`config.mk`:
```
export PLATFORM = sky130hd
export DESIGN_NAME = cordic_iter_ctrl
export DESIGN_NICKNAME = d
export VERILOG_FILES = /design/src/rtl/cordic_iter_ctrl.sv
export SDC_FILE = /design/constraint.sdc
export NUM_CORES = 1
export LEC_CHECK = 0
export ABC_AREA = 1
export CAP_MARGIN = 10
export CORE_AREA = 2 2 39 41
export CTS_CLUSTER_DIAMETER = 150
export DETAILED_ROUTE_END_ITERATION = 16
export DIE_AREA = 0 0 41 43
export DONT_BUFFER_PORTS = 1
export PLACE_DENSITY = 0.68
export SETUP_SLACK_MARGIN = 0.05
export SLEW_MARGIN = 20
export SYNTH_ARGS = -nofsm -noshare
export SYNTH_HDL_FRONTEND = slang
export SYNTH_SLANG_ARGS = --single-unit
```
`constraint.sdc`:
```
create_clock -name i_clk -period 1.92 [get_ports i_clk]
set_input_delay 0.384 -clock i_clk [delete_from_list [all_inputs] [get_ports i_clk]]
set_output_delay 0.384 -clock i_clk [all_outputs]
set_load 0.03 [all_outputs]
```
`src/rtl/cordic_iter_ctrl.sv`:
```
// rtl/cordic_iter_ctrl.sv - iteration sequencer for a 32-bit CORDIC x/y/z add/sub datapath
module cordic_iter_ctrl #(
    parameter int ITERS = 16,
    parameter int CW    = 5
) (
    input  logic          i_clk,
    input  logic          i_rst_n,
    input  logic          i_start,
    input  logic          i_mode,
    input  logic          i_hold,
    input  logic          i_y_msb,
    input  logic          i_z_msb,
    output logic          o_load,
    output logic          o_ce,
    output logic          o_cin_x,
    output logic          o_cin_y,
    output logic          o_cin_z,
    output logic [CW-1:0] o_shift,
    output logic [CW-1:0] o_atan_addr,
    output logic          o_mode_q,
    output logic          o_busy,
    output logic          o_done
);

    typedef enum logic [1:0] {
        S_IDLE,
        S_LOAD,
        S_ITER,
        S_DONE
    } state_t;

    state_t        r_state;
    state_t        w_next;
    logic [CW-1:0] r_i;
    logic [CW-1:0] w_i_next;
    logic          r_mode_q;
    logic          w_mode_next;
    logic          w_dpos;
    logic          w_last;

    // Vectoring drives y toward zero, rotation drives z toward zero.
    assign w_dpos   = r_mode_q ? i_y_msb : ~i_z_msb;
    assign w_last   = (r_i == CW'(ITERS - 1));
    assign o_mode_q = r_mode_q;

    always_ff @(posedge i_clk or negedge i_rst_n) begin
        if (!i_rst_n) begin
            r_state  <= S_IDLE;
            r_i      <= '0;
            r_mode_q <= 1'b0;
        end else begin
            r_state  <= w_next;
            r_i      <= w_i_next;
            r_mode_q <= w_mode_next;
        end
    end

    always_comb begin
        w_next      = r_state;
        w_i_next    = r_i;
        w_mode_next = r_mode_q;
        o_load      = 1'b0;
        o_ce        = 1'b0;
        o_cin_x     = 1'b0;
        o_cin_y     = 1'b0;
        o_cin_z     = 1'b0;
        o_shift     = '0;
        o_busy      = 1'b0;
        o_done      = 1'b0;
        case (r_state)
            S_IDLE: begin
                if (i_start) begin
                    w_next      = S_LOAD;
                    w_mode_next = i_mode;
                end
            end
            S_LOAD: begin
                o_load   = 1'b1;
                o_ce     = 1'b1;
                o_busy   = 1'b1;
                w_i_next = '0;
                w_next   = S_ITER;
            end
            S_ITER: begin
                o_busy  = 1'b1;
                o_shift = r_i;
                if (!i_hold) begin
                    o_ce    = 1'b1;
                    o_cin_x = w_dpos;
                    o_cin_y = ~w_dpos;
                    o_cin_z = w_dpos;
                    // Counter returns to 0 on exit so it never exceeds ITERS-1.
                    if (w_last) begin
                        w_i_next = '0;
                        w_next   = S_DONE;
                    end else begin
                        w_i_next = r_i + CW'(1);
                    end
                end
            end
            S_DONE: begin
                o_done = 1'b1;
                w_next = S_IDLE;
            end
            default: begin
                w_next   = S_IDLE;
                w_i_next = '0;
            end
        endcase
        o_atan_addr = o_shift;
    end

endmodule
```
**Yosys cells after proc, flatten, opt, wreduce, memory -nomap -nowiden**

Index checks and enable logic that the tools add are counted.

- Register bits after elaboration: 8
- Input port bits: 7

- Equal/unequal tests: 7
- Bitwise gates (word level): 2
- Reductions and logical operators: 6
- Multiplexer cells: 18
- Add/subtract/negate cells: 1

Operators by type and width:

| operator | number |
|---|---|
| $mux W5 | 3 |
| $pmux W5 S2 | 1 |
| $mux W1 | 9 |
| $pmux W2 S4 | 1 |
| $mux W2 | 3 |
| $ne A2 B2 Y1 const B | 3 |
| $add A5 B1 Y5 const B | 1 |
| $eq A5 B4 Y1 const B | 1 |
| $eq A2 B2 Y1 const B | 2 |
| $reduce_and A2 Y1 | 2 |
| $reduce_and A3 Y1 | 1 |
| $eq A2 B1 Y1 const B | 1 |
| $logic_not A2 Y1 | 1 |
| $not A1 Y1 | 2 |
| $pmux W1 S2 | 1 |
| $reduce_bool A2 Y1 | 1 |
| $reduce_or A2 Y1 | 1 |

**Depth between registers and ports, before layout**

- Depth after elaboration: 5
- Depth in mapped cells: 9
- Depth with buffers taken out: 9

**Worst setup path after synthesis**

OpenSTA, ideal clock, no wires.

- Path type: register to output
- Start point: reg r_state[0]
- End point: out o_cin_z
- Slack: -0.072 ns
- Data required time: 1.536 ns
- Arrival time: 1.608 ns
- Cell stages (with the launch flop): 7
- Cell sequence: dfrtp_1 inv_1 ha_1 buf_6 nand2_1 nor2_1 buf_4

- Longest elaborated chain between the ends: 2

Ends and longest elaborated chain:

| what | RTL line | text |
|---|---|---|
| start: declaration | 32 | `state_t r_state;` |
| start signal: assignment | 52 | `r_state <= w_next;` |
| $eq A2 B2 Y1 | n/a |  |
| $mux W1 | n/a |  |
| end: declaration | 17 | `output logic o_cin_z,` |

Every way passes these cells.

**Worst setup path after layout**

- Start point: reg r_state[0]
- End point: out o_atan_addr[4]

- Longest elaborated chain between the ends: 2

Ends and longest elaborated chain:

| what | RTL line | text |
|---|---|---|
| $eq A2 B2 Y1 | 70 | `case (r_state)` |
| $mux W5 | 70 |  |
| end: declaration | 19 | `output logic [CW-1:0] o_atan_addr,` |

Every way passes these cells.

==> PnR_summary.wiki <==
{| class="wikitable"
! Metric !! Value
|-
| Tot GR Track Use || 0.157
|-
| Outcome || completed
|-
| DR vias || 553
|-
| Final TNS setup || 0 ns
|-
| Ratio of cells with drive above 1 in the final layout || 0.301
|-
| Placement Setup Slack || 0.0991 ns
|-
| Total of fill cells in the finished design || 114
|-
| Number of DRC violations after detailed routing || 0
|-
| Clock Path Buffers || 2
|-
| Routed WL || 1220 µm
|-
| WHS || 0.296 ns
|-
| Areal power density over the cells || 1670 nW/µm²
|-
| Antenna violation net count after detailed routing || 0
|-
| Pin count of the biggest net entering global routing || 12
|-
| Cell count after synthesis || 90
|-
| Antenna cell count || 0
|-
| Arr. time, crit path || 1.41 ns
|-
| Total instance count after detailed placement || 110
|-
| Portion of the clock cycle consumed by the worst path in the final layout || 0.933
|-
| CP Data Required Time || 1.54 ns
|-
| Final setup slack of the worst path || 0.128 ns
|-
| Starting density of the core || 0.458
|-
| Final-stage net count || 118
|-
| Warnings, synthesis || 0
|-
| TritonCTS clock tree || built
|-
| Number of antenna violations at the first check in global routing || 0
|-
| Number of flops mapped to enable cells by yosys || 0
|-
| Floorplan die width || 41 µm
|-
| Primary flip-flop cell chosen by synthesis mapping || sky130_fd_sc_hd__dfrtp_1
|-
| P_leak || 0.493 nW
|-
| Cell types occupying the most area after synthesis || sky130_fd_sc_hd__dfrtp_1 (32%), sky130_fd_sc_hd__nand2_1 (15%), sky130_fd_sc_hd__ha_1 (12%), sky130_fd_sc_hd__inv_1 (11%), sky130_fd_sc_hd__buf_4 (7.1%)
|-
| Post-synthesis async set-or-reset flop share || 1.00
|-
| Number of port buffers || 0
|-
| Startpoint type of the worst setup path || flop
|-
| Endpoints failing setup || 0
|-
| Top post-synthesis cells by count || sky130_fd_sc_hd__nand2_1 (26), sky130_fd_sc_hd__inv_1 (19), sky130_fd_sc_hd__dfrtp_1 (8)
|-
| Worst Max-Slew Pin Slew || 0.364 ns
|-
| Total power || 1.41 mW
|-
| Die footprint || 1760 µm²
|-
| DRC marker count from the first detailed-route iteration || 4
|-
| Timing-limited maximum frequency || 558 MHz
|-
| Clock root cell || sky130_fd_sc_hd__clkbuf_4
|-
| Total nets after synthesis || 103
|-
| Proportion of synthesized chip area in sequential cells || 0.316
|-
| Highest net fanout along the worst path || 4
|-
| Clock slew seen by the registers of the worst setup and hold paths || 0.05 ns
|-
| Post-synthesis area per instance || 7.03 µm²
|-
| Worst slew margin relative to its limit || 0.757
|-
| Internal portion of total power || 713 µW
|-
| Switch Pwr || 698 µW
|-
| TritonCTS buffer count || 3
|-
| Share of total power in the clock network || 0.093
|-
| Final hold violations || 0
|-
| Path class of the lowest-slack min-delay path || input port to flop
|-
| Standard-cell rows || 14
|-
| Via density per instance || 4.65
|-
| Total of max-cap violations || 0
|-
| Routed length per instance || 10.2 µm
|-
| Global-route wire length before repair || 1810 µm
|-
| Sequential group share of total power || 0.200
|-
| Routability congestion estimate || 0.765
|-
| Remaining Overflow, GRT || 0
|-
| Cell with the most instances after synthesis || sky130_fd_sc_hd__nand2_1
|-
| Pins over their slew limit || 0
|-
| Area of the core || 1380 µm²
|-
| Clock tree skew after final layout || 0.00686 ns
|-
| Unique masters post-synth || 18
|-
| Final standard cell count with taps included and fillers excluded || 119
|-
| Sw Ratio || 0.495
|-
| Critical setup path kind || flop to output pin
|-
| Fraction of synthesized cell area taken by the top area cell type || 0.316
|-
| Share of power burned in combinational logic || 0.706
|-
| Cell area after synthesis || 633 µm²
|-
| Number of clock sinks seen by CTS || 8
|-
| Yosys top cell by area || sky130_fd_sc_hd__dfrtp_1
|-
| Setup repair after global routing missed its margin || false
|-
| Number of I/O pins || 25
|-
| Total half-perimeter wirelength after legalization and detailed placement || 927 µm
|-
| Worst-Skew Late Latency || 0.26 ns
|-
| Iteration count of the initial detailed-routing pass || 3
|-
| Post-route minimum period || 1.79 ns
|-
| Kind of capture point of the worst setup path || output pin
|-
| Vias in the first global route || 450
|-
| Die extent in y || 43 µm
|-
| Peak supply drop || 0.000914 V
|-
| Area growth from synthesis to layout || 33.4%
|-
| Htree depth || 1
|-
| Number of flip-flops and latches in the synthesized netlist || 8
|}
==> power by group through the flow <==
stage,clock (mW),combinational (mW),sequential [mW]
after CTS,0.135,0.896,0.278
after detailed placement,0,0.829,0.274
after floorplan,0,0.633,0.284
after global routing,0.149,1.08,0.291
final,0.131,0.997,0.283
after global placement,0,0.810,0.270
==> layer usage <==
metal	global-route usage	part of all wire	vias up
li1	-	-	289
met1	0.167	0.39	252
met2	0.241	0.53	9
met3	0.0995	0.059	3
met4	0.0600	0.017	0
met5	0	0	-
==> worst paths after layout <==
kind / cells after the start / end / slack, ns / from
max in group asynchronous: 1 / r_state[1] / 1.16 / i_rst_n
min reg2reg: 2 / r_i[1] / 0.55 / r_i[1]
min in group asynchronous: 1 / r_i[2] / 0.46 / i_rst_n
min: 2 / o_mode_q / 0.30 / i_start
max: 6 / o_atan_addr[4] / 0.13 / r_state[0]
max reg2reg: 10 / r_state[1] / 0.35 / r_state[0]
==> state kept, by name, summed over array words and instances, names as in the netlist <==
signal and flops:
r_state 2, r_i 5, o_mode_q 1
==> layout by cell type, fill, tap and decap left out <==
cell,count
sky130_fd_sc_hd__nand2_1,26
sky130_fd_sc_hd__inv_1,17
sky130_fd_sc_hd__buf_4,11
sky130_fd_sc_hd__dfrtp_1,7
sky130_fd_sc_hd__nor2_1,6
sky130_fd_sc_hd__nand3_1,5
sky130_fd_sc_hd__buf_12,5
sky130_fd_sc_hd__ha_1,4
sky130_fd_sc_hd__clkbuf_4,3
sky130_fd_sc_hd__inv_2,2
sky130_fd_sc_hd__o21ai_0,2
sky130_fd_sc_hd__nor2_2,2
sky130_fd_sc_hd__ha_4,2
sky130_fd_sc_hd__a21oi_2,1
sky130_fd_sc_hd__nand3_2,1
sky130_fd_sc_hd__nand2_2,1
sky130_fd_sc_hd__nand2_4,1
sky130_fd_sc_hd__a21boi_0,1
sky130_fd_sc_hd__o21ai_2,1
sky130_fd_sc_hd__or2_1,1
sky130_fd_sc_hd__o21ai_1,1
sky130_fd_sc_hd__a21oi_1,1
sky130_fd_sc_hd__dlygate4sd3_1,1
sky130_fd_sc_hd__dfrtp_2,1
==> logic make-up (layout without fill, tap and decap cells) <==
group | count (synthesis) | count (layout) | synth area share
AO/OA/AOI/OAI | 7 | 7 | 0.0652
adder cells (fa/ha/maj) | 6 | 6 | 0.119
buffers and inverters | 26 | 39 | 0.202
flip-flops | 8 | 8 | 0.316
AND/OR/NAND/NOR | 43 | 43 | 0.298
==> metrics by stage <==
step | util | area, µm²
2_1_floorplan | - | 639
3_3_place_gp | 0.532 | 736
3_5_place_dp | 0.532 | 736
4_1_cts | 0.573 | 793
5_1_grt | 0.610 | 845
6_report | 0.610 | 845
==> repair_timing <==
| item | 4_1_cts | 5_1_grt |
|---|---|---|
| hold endpoints to repair | 8 | 0 |
| buffers inserted | 0 | 5 |
| resized for setup | 4 | 2 |
| hold buffers | 1 | 0 |
| gates cloned | 0 | 0 |
| pin swaps | 0 | 1 |
| endpoints found under the setup margin | 14 | 4 |
==> cell type report <==
cell class | count | area [µm²] | area share
sequential | 8 | 201 | 0.239
tap | 16 | 20.0 | 0.0237
inverter | 19 | 71.3 | 0.0844
multi-input combinational | 56 | 337 | 0.399
clock buffer | 3 | 22.5 | 0.0267
timing repair buffer | 17 | 193 | 0.228
==> critical path: stages (launching register included) <==
cell and delay [ns]:
sky130_fd_sc_hd__dfrtp_1 0.41, sky130_fd_sc_hd__inv_2 0.13, sky130_fd_sc_hd__ha_4 0.18, sky130_fd_sc_hd__buf_12 0.10
sky130_fd_sc_hd__nand2_1 0.07, sky130_fd_sc_hd__inv_1 0.10, sky130_fd_sc_hd__buf_12 0.15
No activity file was read; power rests on OpenSTA's default activity.
